==> src/rtl/fxp_product_accumulator.sv <==
// rtl/fxp_product_accumulator.sv - sums runs of signed fixed-point products into one n-bit result.
// Optional clamp-on-overflow output selected by the FXP_ACC_SATURATE_EN macro.
module fxp_product_accumulator #(
  parameter int n     = 32,
  parameter int d     = 16,
  parameter int LEN_W = 8
) (
  input  logic             clk,
  input  logic             reset,
  input  logic [LEN_W-1:0] cfg_len,
  input  logic             recv_val,
  output logic             recv_rdy,
  input  logic [n-1:0]     recv_msg,
  output logic             send_val,
  input  logic             send_rdy,
  output logic [n-1:0]     send_msg,
  output logic             send_ovf
);

  localparam int AW = n + LEN_W;

  // The binary point is carried through untouched; d only has to describe a valid Q format.
  if (d < 0 || d >= n) begin : g_bad_frac
    $error("fxp_product_accumulator: d must lie in [0, n)");
  end

  typedef enum logic [1:0] {IDLE, ACC, DONE} state_t;

  state_t                 r_state, w_state_next;
  logic signed [AW-1:0]   r_acc, w_acc_next, w_prod_ext;
  logic [LEN_W-1:0]       r_cnt, w_cnt_next;
  logic [LEN_W-1:0]       r_len, w_len_next, w_len_eff;
  logic [n-1:0]           r_send_msg, w_result_msg;
  logic                   r_send_ovf;
  logic                   w_recv_fire, w_send_fire, w_done_entry, w_fits;
  logic [LEN_W:0]         w_top_bits;

  assign recv_rdy    = (r_state != DONE);
  assign send_val    = (r_state == DONE);
  assign send_msg    = r_send_msg;
  assign send_ovf    = r_send_ovf;
  assign w_recv_fire = recv_val & recv_rdy;
  assign w_send_fire = send_val & send_rdy;
  assign w_prod_ext  = {{LEN_W{recv_msg[n-1]}}, recv_msg};
  assign w_len_eff   = (cfg_len == '0) ? LEN_W'(1) : cfg_len;

  always_comb begin
    w_state_next = r_state;
    w_acc_next   = r_acc;
    w_cnt_next   = r_cnt;
    w_len_next   = r_len;
    case (r_state)
      IDLE: begin
        if (w_recv_fire) begin
          w_len_next   = w_len_eff;
          w_acc_next   = w_prod_ext;
          w_cnt_next   = LEN_W'(1);
          w_state_next = (w_len_eff == LEN_W'(1)) ? DONE : ACC;
        end
      end
      ACC: begin
        if (w_recv_fire) begin
          w_acc_next = r_acc + w_prod_ext;
          w_cnt_next = r_cnt + LEN_W'(1);
          if (r_cnt + LEN_W'(1) == r_len) w_state_next = DONE;
        end
      end
      DONE: begin
        if (w_send_fire) w_state_next = IDLE;
      end
      default: w_state_next = IDLE;
    endcase
  end

  // The result is formed from the sum being written on the edge that enters DONE.
  assign w_done_entry = (w_state_next == DONE) && (r_state != DONE);
  assign w_top_bits   = w_acc_next[AW-1:n-1];
  assign w_fits       = (&w_top_bits) | ~(|w_top_bits);

`ifdef FXP_ACC_SATURATE_EN
  always_comb begin
    w_result_msg = w_acc_next[n-1:0];
    if (!w_fits) begin
      w_result_msg = w_acc_next[AW-1] ? {1'b1, {(n-1){1'b0}}} : {1'b0, {(n-1){1'b1}}};
    end
  end
`else
  always_comb begin
    w_result_msg = w_acc_next[n-1:0];
  end
`endif

  always_ff @(posedge clk) begin
    if (reset) begin
      r_state    <= IDLE;
      r_acc      <= '0;
      r_cnt      <= '0;
      r_len      <= '0;
      r_send_msg <= '0;
      r_send_ovf <= 1'b0;
    end else begin
      r_state <= w_state_next;
      r_acc   <= w_acc_next;
      r_cnt   <= w_cnt_next;
      r_len   <= w_len_next;
      if (w_done_entry) begin
        r_send_msg <= w_result_msg;
        r_send_ovf <= ~w_fits;
      end
    end
  end

endmodule

==> config.mk <==
export PLATFORM = sky130hd
export DESIGN_NAME = fxp_product_accumulator
export DESIGN_NICKNAME = d
export VERILOG_FILES = /design/src/rtl/fxp_product_accumulator.sv
export SDC_FILE = /design/constraint.sdc
export NUM_CORES = 1
export LEC_CHECK = 0
export BUFFER_PORTS_ARGS = -buffer_cell sky130_fd_sc_hd__buf_4
export CAP_MARGIN = 15
export CORE_MARGIN = 1
export CORE_UTILIZATION = 65
export DETAILED_ROUTE_END_ITERATION = 7
export HOLD_SLACK_MARGIN = 0.03
export MAX_ROUTING_LAYER = met4
export PLACE_DENSITY = 0.89
export SYNTH_ARGS = -nofsm -noshare
export SYNTH_HDL_FRONTEND = slang
export SYNTH_SLANG_ARGS = --single-unit
==> constraint.sdc <==
create_clock -name clk -period 5.4 [get_ports clk]
set_input_delay 0.81 -clock clk [delete_from_list [all_inputs] [get_ports clk]]
set_output_delay 0.81 -clock clk [all_outputs]
set_load 0.005 [all_outputs]
==> impl_metrics.py, run 1 <==
metrics = {
    "synth": {
        "synth_xor_area_share_pct": 4.55,
        "async_flop_share_pct": 0,
        "synth_cell_types": 88,
        "synth_top_cells_by_area": "dfxtp_1, a21oi_1, ha_1",
        "ys.warnings.count": 0,
        "syn_nets": 996,
        "synthCells": 911,
        "ys.flop_type": "dfxtp_1",
        "synthSimpleGateAreaFrac_pct": 23.1,
        "yosys.area.top_type": "dfxtp_1",
        "synth_seq_cells": 91,
        "synth_mux_area_share_pct": 3.34,
        "synth_edf_count": 0,
        "synthAdderAreaFrac_pct": 7.52,
        "avgSynthCellArea_um2": 7.60,
        "syn_area_mm2": 0.00692,
        "ys_seq_area_share_pct": 26.3,
        "synth_compound_area_share_pct": 29.0,
        "netlist.area_leader.share_pct": 26.3,
        "synth_top_family_by_area": "compound AO/OA/AOI/OAI gates",
    },
    "clock_tree": {
        "clk_latency_ps": 390,
        "ctsResizeCount": 0,
        "post_cts.repair.setup_buffers": 0,
        "cts_made_buffers": 9,
        "path_clk_slew_ps": 100,
        "cts_sinks": 91,
        "cts_hold_buf": 0,
        "clockBufferDepth": 2,
        "cts_tree": "built",
        "htreeDepth": 3,
        "clockRootBuffer": "clkbuf_8",
    },
    "sta": {
        "report.final.slew_viol_count": 0,
        "rsz0062_at_grt": "no",
        "worst_pin_slew_ps": 963,
        "hold_viol_final": 0,
        "clock.fmax_mhz": 272,
        "finalSetupViolations": 0,
        "slew_headroom_pct": 35.8,
        "timing.setup.tns_ps": 0,
        "min_period_ps": 3670,
        "clock_skew_ps": 15.0,
        "fin_crit_sh_pct": 68.0,
    },
    "job": {
        "drv_cap": 0,
    },
    "worst_setup_path": {
        "cp.required_ps": 5680,
        "start_kind": "input port",
        "max_stage_delay_ps": 420,
        "crit_buf_inv": 1,
        "crit_fanout": 5,
        "arrival_ps": 3960,
        "crit_family": "compound AO/OA/AOI/OAI gates",
        "cp-end-kind": "register",
        "worstSetupPathType": "input port to register",
        "crit_path_top_delay_cell": "fa_1",
        "crit_path_cell_trace": "buf_4, ha_1, fa_1, a21o_1, a221o_1, a221oi_4, o21ai_2, a21boi_2, nand4_1, a31o_1, nor4b_2, o2111ai_1, o21ba_4, a211oi_2",
    },
    "power": {
        "powerDensity_mw_per_mm2": 245,
        "cellLeakagePower_nw": 3.08,
        "irDropWorstVdd_mv": 0.210,
    },
    "drt": {
        "wl_mm": 19.0,
        "vias": 6945,
        "antenna_left": 0,
        "drc": 0,
        "drtIter0Drc": 609,
        "first_pass_iters": 5,
        "via_per_inst": 6.38,
        "post_drt_wl_per_cell_um": 17.5,
    },
    "cells_and_area": {
        "multiInputGateArea_mm2": 0.00468,
        "regArea_mm2": 0.00182,
        "drive_above_1_share_pct": 14.2,
        "finalNetCount": 1032,
        "nFillCells": 858,
        "post-route-util_pct": 73.1,
        "antennaDiodeCount": 0,
        "stdcell_count": 1088,
        "area_delta_synth_final_pct": 9.05,
        "finalInstanceArea_mm2": 0.00755,
    },
    "grt": {
        "grt_pass1_vias": 6196,
        "grt_start_max_net_pins": 94,
        "gr-total-overflow": 0,
        "antenna_found_initial": 0,
        "gr-usage-all-layers_pct": 36.1,
        "grt_pass1_wl_mm": 31.0,
    },
    "floorplanning": {
        "dieHeight_um": 105,
        "fp.dieW_um": 105,
        "core.rowCount": 37,
        "floorplan.core_area_mm2": 0.0103,
        "start_util_pct": 67.1,
        "die_area_mm2": 0.0111,
        "ios": 79,
    },
    "placement": {
        "io_buffers": 78,
        "place_inst": 1072,
        "place_congestion": 0.991,
        "placed_cell_area_mm2": 0.00736,
        "hpwlAfterDp_mm": 13.7,
    },
    "outcome": {
        "status": "finished, final reports clean",
    },
    "worst_hold_path": {
        "hold_path_class": "register to register",
    },
}
[worst register-to-register path: cells and delay by family, from the launching register on]
family	cells	cell delay, ps
AOI/OAI and AO/OA	9	2020
and+or+nand+nor	2	370
adders and majority gates	2	640
DFF	1	350
[cell usage in the layout (no fill, tap or decap), types with 3 or more instances in the layout]
cell type,netlist,routed
a21o_1,15,15
and2_1,8,8
clkbuf_8,10,11
nand2_1,100,100
o21ai_0,35,35
a211oi_1,35,35
a41oi_1,3,3
nand3_1,17,17
nand2b_1,4,4
buf_4,1,85
o21ai_1,6,6
ha_1,40,40
nand3b_1,6,6
o211ai_1,9,9
nor2b_1,18,17
o311a_1,4,4
o31a_1,3,3
xnor2_1,27,27
or4_1,3,3
nand4_1,11,11
a21oi_1,135,135
or3_1,4,4
nor4_1,3,3
inv_6,0,3
o21a_1,8,8
o21bai_1,9,9
inv_1,13,13
nor2_1,120,120
dfxtp_1,91,90
mux2i_1,22,22
nor3_1,19,19
xor2_1,9,9
and3_1,6,6
a31oi_1,5,5
[report_power, final]
group	internal, mW	switching, mW
registers	0.709	0.0294
clock network	0.198	0.283
logic	0.252	0.376
total	1.16	0.688
[kinds of logic after synthesis]
group	Yosys count
adder cells (fa/ha/maj)	41
multiplexers	23
AO/OA/AOI/OAI	307
XOR/XNOR	36
AND/OR/NAND/NOR	340
buffers and inverters	73
flip-flops	91
[flip-flops by register name, indices dropped and copies added (netlist names)]
register,count
send_msg,32
r_state,2
r_acc,40
r_cnt,8
r_len,8
send_ovf,1
[per-layer routing]
layer | global-route usage [%] | up-vias | share of wire, %
met4 | 9.15 | 0 | 1.5
met1 | 50.8 | 3252 | 46
met3 | 5.93 | 23 | 8.9
li1 | - | 3368 | -
met5 | - | - | 0
met2 | 53.5 | 302 | 43
[stage by stage]
stage	hold slack (ps)	setup slack, ps	power (mW)
floorplan	448	1760	1.24
global placement	440	1420	1.35
detailed placement	447	1350	1.36
CTS	464	1750	1.83
global route	481	1410	1.94
finish	460	1730	1.85
[final timing paths]
path,startpoint,end,slack [ps],cells after the start
setup / recovery,recv_msg[0],send_ovf$_SDFFE_PP0P_,1730,14
setup reg to reg,r_acc[0]$_SDFF_PP0_,send_ovf$_SDFFE_PP0P_,1920,13
hold / removal,send_msg[14]$_SDFFE_PP0P_,send_msg[14]$_SDFFE_PP0P_,460,2
hold reg to reg,send_msg[14]$_SDFFE_PP0P_,send_msg[14]$_SDFFE_PP0P_,460,2
[final cells by class]
| cell class | instances | share of cell area, % |
|---|---|---|
| clock inverters | 5 | 0.547 |
| inverters | 13 | 0.646 |
| repair buffers | 85 | 8.45 |
| clock buffers | 11 | 2.01 |
| well taps | 136 | 2.25 |
| flip-flops and latches | 91 | 24.1 |
| multi-input cells | 747 | 61.9 |
[synthesized netlist by cell type, types with 3 or more instances]
cell type	count
a21oi_1	135
nor2_1	120
nand2_1	100
dfxtp_1	91
clkbuf_1	40
ha_1	40
a211oi_1	35
o21ai_0	35
xnor2_1	27
mux2i_1	22
nor3_1	19
nor2b_1	18
nand3_1	17
a21o_1	15
inv_1	13
nand4_1	11
clkbuf_8	10
o211ai_1	9
o21bai_1	9
xor2_1	9
and2_1	8
o21a_1	8
and3_1	6
nand3b_1	6
o21ai_1	6
a31oi_1	5
buf_6	5
nand2b_1	4
o311a_1	4
or3_1	4
a41oi_1	3
buf_1	3
nor4_1	3
o31a_1	3
or4_1	3
Note: power is estimated with default switching activity, not from simulation.
==> inputs of run 2 (changes only) <==
- ABC_AREA: unset -> 1
- CORE_UTILIZATION: 65 -> 61
- PLACE_DENSITY: 0.89 -> 0.84
- clock period: 5.4 -> 3.75 ns (I/O delays scaled with it)
==> run 2 against run 1 <==
  * First-iteration DRC count up 43%
  * Synthesized area up 7.8%
  * Core utilization down 2.3 points
  * Highest routed layer unchanged
  * Power up 66%
  * Global-route usage up 2.7 points
  * Largest power group unchanged
  * Sequential power up 46%
  * Sequential cell count unchanged
  * Hold slack worse by 13 ps
  * Sequential share of layout area down 2.6 points
  * Combinational power up 62%
  * Clock power up 100%
  * Largest cell class unchanged
==> impl_metrics.py, run 2 <==
metrics = {
    "outcome": {
        "status": "finished, final reports clean",
    },
    "worst_setup_path": {
        "crit_path_top_delay_cell": "fa_1",
        "crit_fanout": 5,
        "max_stage_delay_ps": 520,
        "crit_path_cell_trace": "buf_4, ha_1, fa_1, nand3_1, nand2_1, a21oi_1, nor2_1, nor2_1, o21ai_0, a21oi_1, nor2_1, o21ai_0, inv_1, o22ai_1, a21oi_1",
        "cp-end-kind": "register",
        "worstSetupPathType": "input port to register",
        "arrival_ps": 3430,
        "start_kind": "input port",
        "cp.required_ps": 3970,
    },
    "drt": {
        "drtIter0Drc": 868,
        "first_pass_iters": 6,
        "via_per_inst": 5.59,
        "post_drt_wl_per_cell_um": 15.6,
        "wl_mm": 23.3,
        "antenna_left": 0,
        "drc": 0,
        "vias": 8330,
    },
    "clock_tree": {
        "clockRootBuffer": "clkbuf_16",
        "path_clk_slew_ps": 60,
        "cts_hold_buf": 0,
        "htreeDepth": 3,
        "ctsResizeCount": 0,
        "cts_tree": "built",
        "post_cts.repair.setup_buffers": 0,
        "clk_latency_ps": 360,
        "cts_sinks": 91,
        "cts_made_buffers": 9,
        "clockBufferDepth": 2,
    },
    "power": {
        "powerDensity_mw_per_mm2": 363,
        "finalPower_mw": 3.07,
        "cellLeakagePower_nw": 4.46,
        "irDropWorstVdd_mv": 0.355,
    },
    "worst_hold_path": {
        "hold_path_class": "input port to register",
    },
    "grt": {
        "grt_pass1_vias": 7405,
        "gr-total-overflow": 0,
        "antenna_found_initial": 0,
        "grt_pass1_wl_mm": 37.3,
        "gr-usage-all-layers_pct": 38.8,
        "grt_start_max_net_pins": 47,
    },
    "sta": {
        "rsz0062_at_grt": "no",
        "timing.setup.tns_ps": 0,
        "clock_skew_ps": 7.22,
        "hold_viol_final": 0,
        "report.final.slew_viol_count": 0,
        "clock.fmax_mhz": 311,
        "finalSetupViolations": 0,
        "worst_pin_slew_ps": 667,
        "fin_crit_sh_pct": 85.6,
        "slew_headroom_pct": 55.4,
        "min_period_ps": 3210,
    },
    "synth": {
        "synth_most_common_cell": "nand2_1",
        "synthCells": 1272,
        "synth_top_cells_by_area": "dfxtp_1, nand2_1, inv_1",
        "avgSynthCellArea_um2": 5.87,
        "ys.flop_type": "dfxtp_1",
        "synth_seq_cells": 91,
        "ys_seq_area_share_pct": 24.4,
        "ys.warnings.count": 0,
        "yosys.area.top_type": "dfxtp_1",
        "syn_nets": 1357,
        "netlist.area_leader.share_pct": 24.4,
        "synth_cell_types": 52,
        "synth_common_cells": "nand2_1, inv_1, nor2_1, a21oi_1, dfxtp_1",
        "async_flop_share_pct": 0,
        "synth_edf_count": 0,
        "syn_area_mm2": 0.00746,
    },
    "floorplanning": {
        "ios": 79,
        "core.rowCount": 40,
        "die_area_mm2": 0.0127,
        "fp.dieW_um": 113,
        "dieHeight_um": 113,
        "floorplan.core_area_mm2": 0.0120,
        "start_util_pct": 62.4,
    },
    "cells_and_area": {
        "largest-register": "r_acc",
        "finalInstanceArea_mm2": 0.00847,
        "final_cell_mix": "nand2_1, inv_1, nor2_1",
        "post-route-util_pct": 70.8,
        "largest_reg_flops": 40,
        "final_common_cell": "nand2_1",
        "antennaDiodeCount": 0,
        "drive_above_1_share_pct": 10.7,
        "area_delta_synth_final_pct": 13.5,
        "finalNetCount": 1422,
    },
    "placement": {
        "io_buffers": 78,
        "hpwlAfterDp_mm": 18.0,
        "placed_cell_area_mm2": 0.00815,
        "place_congestion": 1.03,
    },
    "job": {
        "drv_cap": 0,
    },
}
[run 2: worst paths after layout]
kind,startpoint,end,slack [ps],cells after the start
max reg2reg,r_acc[0]$_SDFF_PP0_,send_msg[30]$_SDFFE_PP0P_,550,14
min,cfg_len[4],r_len[4]$_SDFFE_PP0P_,450,3
min reg2reg,r_len[2]$_SDFFE_PP0P_,r_len[2]$_SDFFE_PP0P_,490,2
max,recv_msg[0],send_msg[30]$_SDFFE_PP0P_,540,15
[run 2: cell families after synthesis]
kind of cell | count (synthesis) | synth area share (%)
adders and majority gates | 41 | 6.98
DFF | 91 | 24.4
and+or+nand+nor | 664 | 36.2
buffers and inverters | 217 | 11.6
xor gates and xnor gates | 20 | 2.45
AOI/OAI and AO/OA | 239 | 18.4
[run 2: power breakdown]
| group | internal [mW] | leakage, nW | switching [mW] |
|---|---|---|---|
| logic | 0.350 | 3.56 | 0.665 |
| clock network | 0.575 | 0.155 | 0.405 |
| registers | 1.03 | 0.744 | 0.0500 |
| total | 1.95 | 4.46 | 1.12 |
[run 2: per-layer routing]
metal  share of wire, %  up-vias  track usage (%)
met4                1.9        0             10.9
li1                   -     4185                -
met5                  0        -                -
met1                 46     3723             54.5
met3                9.9       32             6.21
met2                 42      390             57.2
[run 2: area by class of cell]
class                   instances  area, µm²
flip-flops and latches         91       1820
multi-input cells             964       4790
repair buffers                 91        683
clock inverters                 4       55.1
well taps                     147        184
clock buffers                  12        267
inverters                     180        676
fillers                      1108       3490
[run 2: stage by stage]
step	hold WS (ps)	std cells	setup slack (ps)
5_1_grt	457	1489	365
2_1_floorplan	444	1272	1110
3_5_place_dp	478	1473	311
3_3_place_gp	466	1473	324
4_1_cts	440	1489	660
6_report	446	1489	538
[run 2: worst max-delay path: cells and delay by family]
family / cells / cell delay, ps
adder cells (fa/ha/maj): 2 / 810
buffers and inverters: 2 / 160
AND/OR/NAND/NOR: 5 / 630
AO/OA/AOI/OAI: 6 / 1260
==> inputs of run 3 (changes only) <==
==> constraint.sdc (replaced) <==
create_clock -name clk -period 3.75 [get_ports clk]
set_input_delay 0.375 -clock clk [delete_from_list [all_inputs] [get_ports clk]]
set_output_delay 0.375 -clock clk [all_outputs]
set_load 0.05 [all_outputs]
==> run 3 against run 2 <==
  * Hold slack worse by 190 ps
  * Worst setup slack got worse by 37 ps
  * Via count grew 0.14%
  * First-iteration DRC count shrank 5.3%
  * Power down 1.1%
  * Largest power group unchanged
  * Highest routed layer unchanged
==> impl_metrics.py, run 3 (synthesis gave the netlist of run 2 again) <==
metrics = {
    "cells_and_area": {
        "drive_above_1_share_pct": 10.4,
        "largest-register": "r_acc",
        "final_common_cell": "nand2_1",
        "largest_reg_flops": 40,
        "nFillCells": 1112,
        "final_cell_mix": "nand2_1, inv_1, nor2_1",
        "post-route-util_pct": 70.5,
        "finalNetCount": 1420,
        "antennaDiodeCount": 0,
        "stdcell_count": 1486,
        "area_delta_synth_final_pct": 13.0,
    },
    "clock_tree": {
        "cts_sinks": 91,
        "ctsResizeCount": 0,
        "cts_tree": "built",
        "cts_made_buffers": 9,
        "clockBufferDepth": 2,
        "cts_hold_buf": 0,
        "htreeDepth": 3,
        "post_cts.repair.setup_buffers": 0,
        "clockRootBuffer": "clkbuf_16",
        "path_clk_slew_ps": 60,
        "clk_latency_ps": 350,
    },
    "worst_setup_path": {
        "worstReg2RegEnd": "send_msg[30]$_SDFFE_PP0P_",
        "start_kind": "register",
        "crit_fanout": 5,
        "cp.required_ps": 3970,
        "worstSetupPathType": "register to register",
        "rr_worst_depth": 14,
        "reg2reg_slack_ps": 500,
        "r2r-start": "r_acc[0]$_SDFF_PP0_",
        "arrival_ps": 3470,
        "cp-end-kind": "register",
    },
    "grt": {
        "grt_pass1_vias": 7531,
        "gr-usage-all-layers_pct": 38.4,
        "antenna_found_initial": 0,
        "gr-total-overflow": 0,
        "grt_pass1_wl_mm": 37.2,
        "grt_start_max_net_pins": 46,
    },
    "sta": {
        "report.final.slew_viol_count": 0,
        "hold_viol_final": 0,
        "clock.fmax_mhz": 308,
        "timing.setup.tns_ps": 0,
        "slew_headroom_pct": 52.7,
        "finalSetupViolations": 0,
        "fin_crit_sh_pct": 86.6,
        "clock_skew_ps": 6.04,
        "rsz0062_at_grt": "no",
        "min_period_ps": 3250,
        "worst_pin_slew_ps": 707,
    },
    "placement": {
        "place_inst": 1471,
        "io_buffers": 78,
        "place_congestion": 1.01,
        "hpwlAfterDp_mm": 17.6,
    },
    "drt": {
        "antenna_left": 0,
        "drc": 0,
        "vias": 8342,
        "via_per_inst": 5.61,
        "drtIter0Drc": 822,
        "post_drt_wl_per_cell_um": 15.4,
        "wl_mm": 22.9,
        "first_pass_iters": 5,
    },
    "floorplanning": {
        "ios": 79,
        "fp.dieW_um": 113,
        "core.rowCount": 40,
        "dieHeight_um": 113,
        "start_util_pct": 62.4,
        "floorplan.core_area_mm2": 0.0120,
        "die_area_mm2": 0.0127,
    },
    "power": {
        "powerDensity_mw_per_mm2": 360,
        "irDropWorstVdd_mv": 0.327,
        "cellLeakagePower_nw": 4.44,
    },
    "outcome": {
        "status": "finished, final reports clean",
    },
    "job": {
        "drv_cap": 0,
    },
    "worst_hold_path": {
        "holdPathStages": 3,
        "hold-path-endpoint": "r_len[1]$_SDFFE_PP0P_",
        "hold_path_class": "input port to register",
        "min-delay-start": "cfg_len[1]",
    },
}
[run 3: per-stage QoR]
step | setup slack (ps) | power [mW] | area [µm²] | hold WS [ps]
after floorplan | 1120 | 1.81 | 7460 | 444
after global routing | 240 | 3.21 | 8430 | 268
after CTS | 609 | 3.02 | 8430 | 256
after global placement | 421 | 2.09 | 8140 | 468
final | 501 | 3.04 | 8430 | 257
after detailed placement | 422 | 2.10 | 8140 | 466
[run 3: how the worst max path moves through the flow]
stage                                      to                  start  depth (start not counted)  slack (ps)
floorplan           send_msg[14]$_SDFFE_PP0P_  r_state[1]$_SDFF_PP0_                         11        1120
global placement    send_msg[30]$_SDFFE_PP0P_            recv_msg[0]                         15         420
detailed placement  send_msg[30]$_SDFFE_PP0P_            recv_msg[0]                         15         420
CTS                 send_msg[30]$_SDFFE_PP0P_    r_acc[0]$_SDFF_PP0_                         14         610
global route        send_msg[30]$_SDFFE_PP0P_    r_acc[0]$_SDFF_PP0_                         14         240
finish              send_msg[30]$_SDFFE_PP0P_    r_acc[0]$_SDFF_PP0_                         14         500
[run 3: power by group]
part | internal [mW] | leakage (nW) | switching [mW]
combinational | 0.348 | 3.55 | 0.690
sequential | 1.03 | 0.744 | 0.0488
clock | 0.536 | 0.143 | 0.388
[run 3: final cells by class]
class	instances	area, µm²	share of cell area, %
clock buffer	12	246	2.92
clock inverter	3	47.5	0.564
timing repair buffer	89	668	7.93
sequential	91	1820	21.6
inverter	180	676	8.01
multi-input combinational	964	4790	56.8
tap	147	184	2.18
[run 3: critical path, stage by stage (launching register included)]
cell	delay (ps)
dfxtp_1	330
ha_1	290
fa_1	540
nand3_1	140
nand2_1	160
a21oi_1	220
nor2_1	60
nor2_1	240
o21ai_0	270
a21oi_1	260
nor2_1	60
o21ai_0	160
inv_1	60
o22ai_1	240
a21oi_1	100
[run 3: layer usage]
metal | routed length (µm) | vias to the layer above | GRT usage (%)
li1 | - | 4177 | -
met1 | 10500 | 3721 | 53.0
met2 | 9500 | 401 | 55.7
met3 | 2370 | 43 | 7.18
met4 | 571 | 0 | 13.7
met5 | 0 | - | -
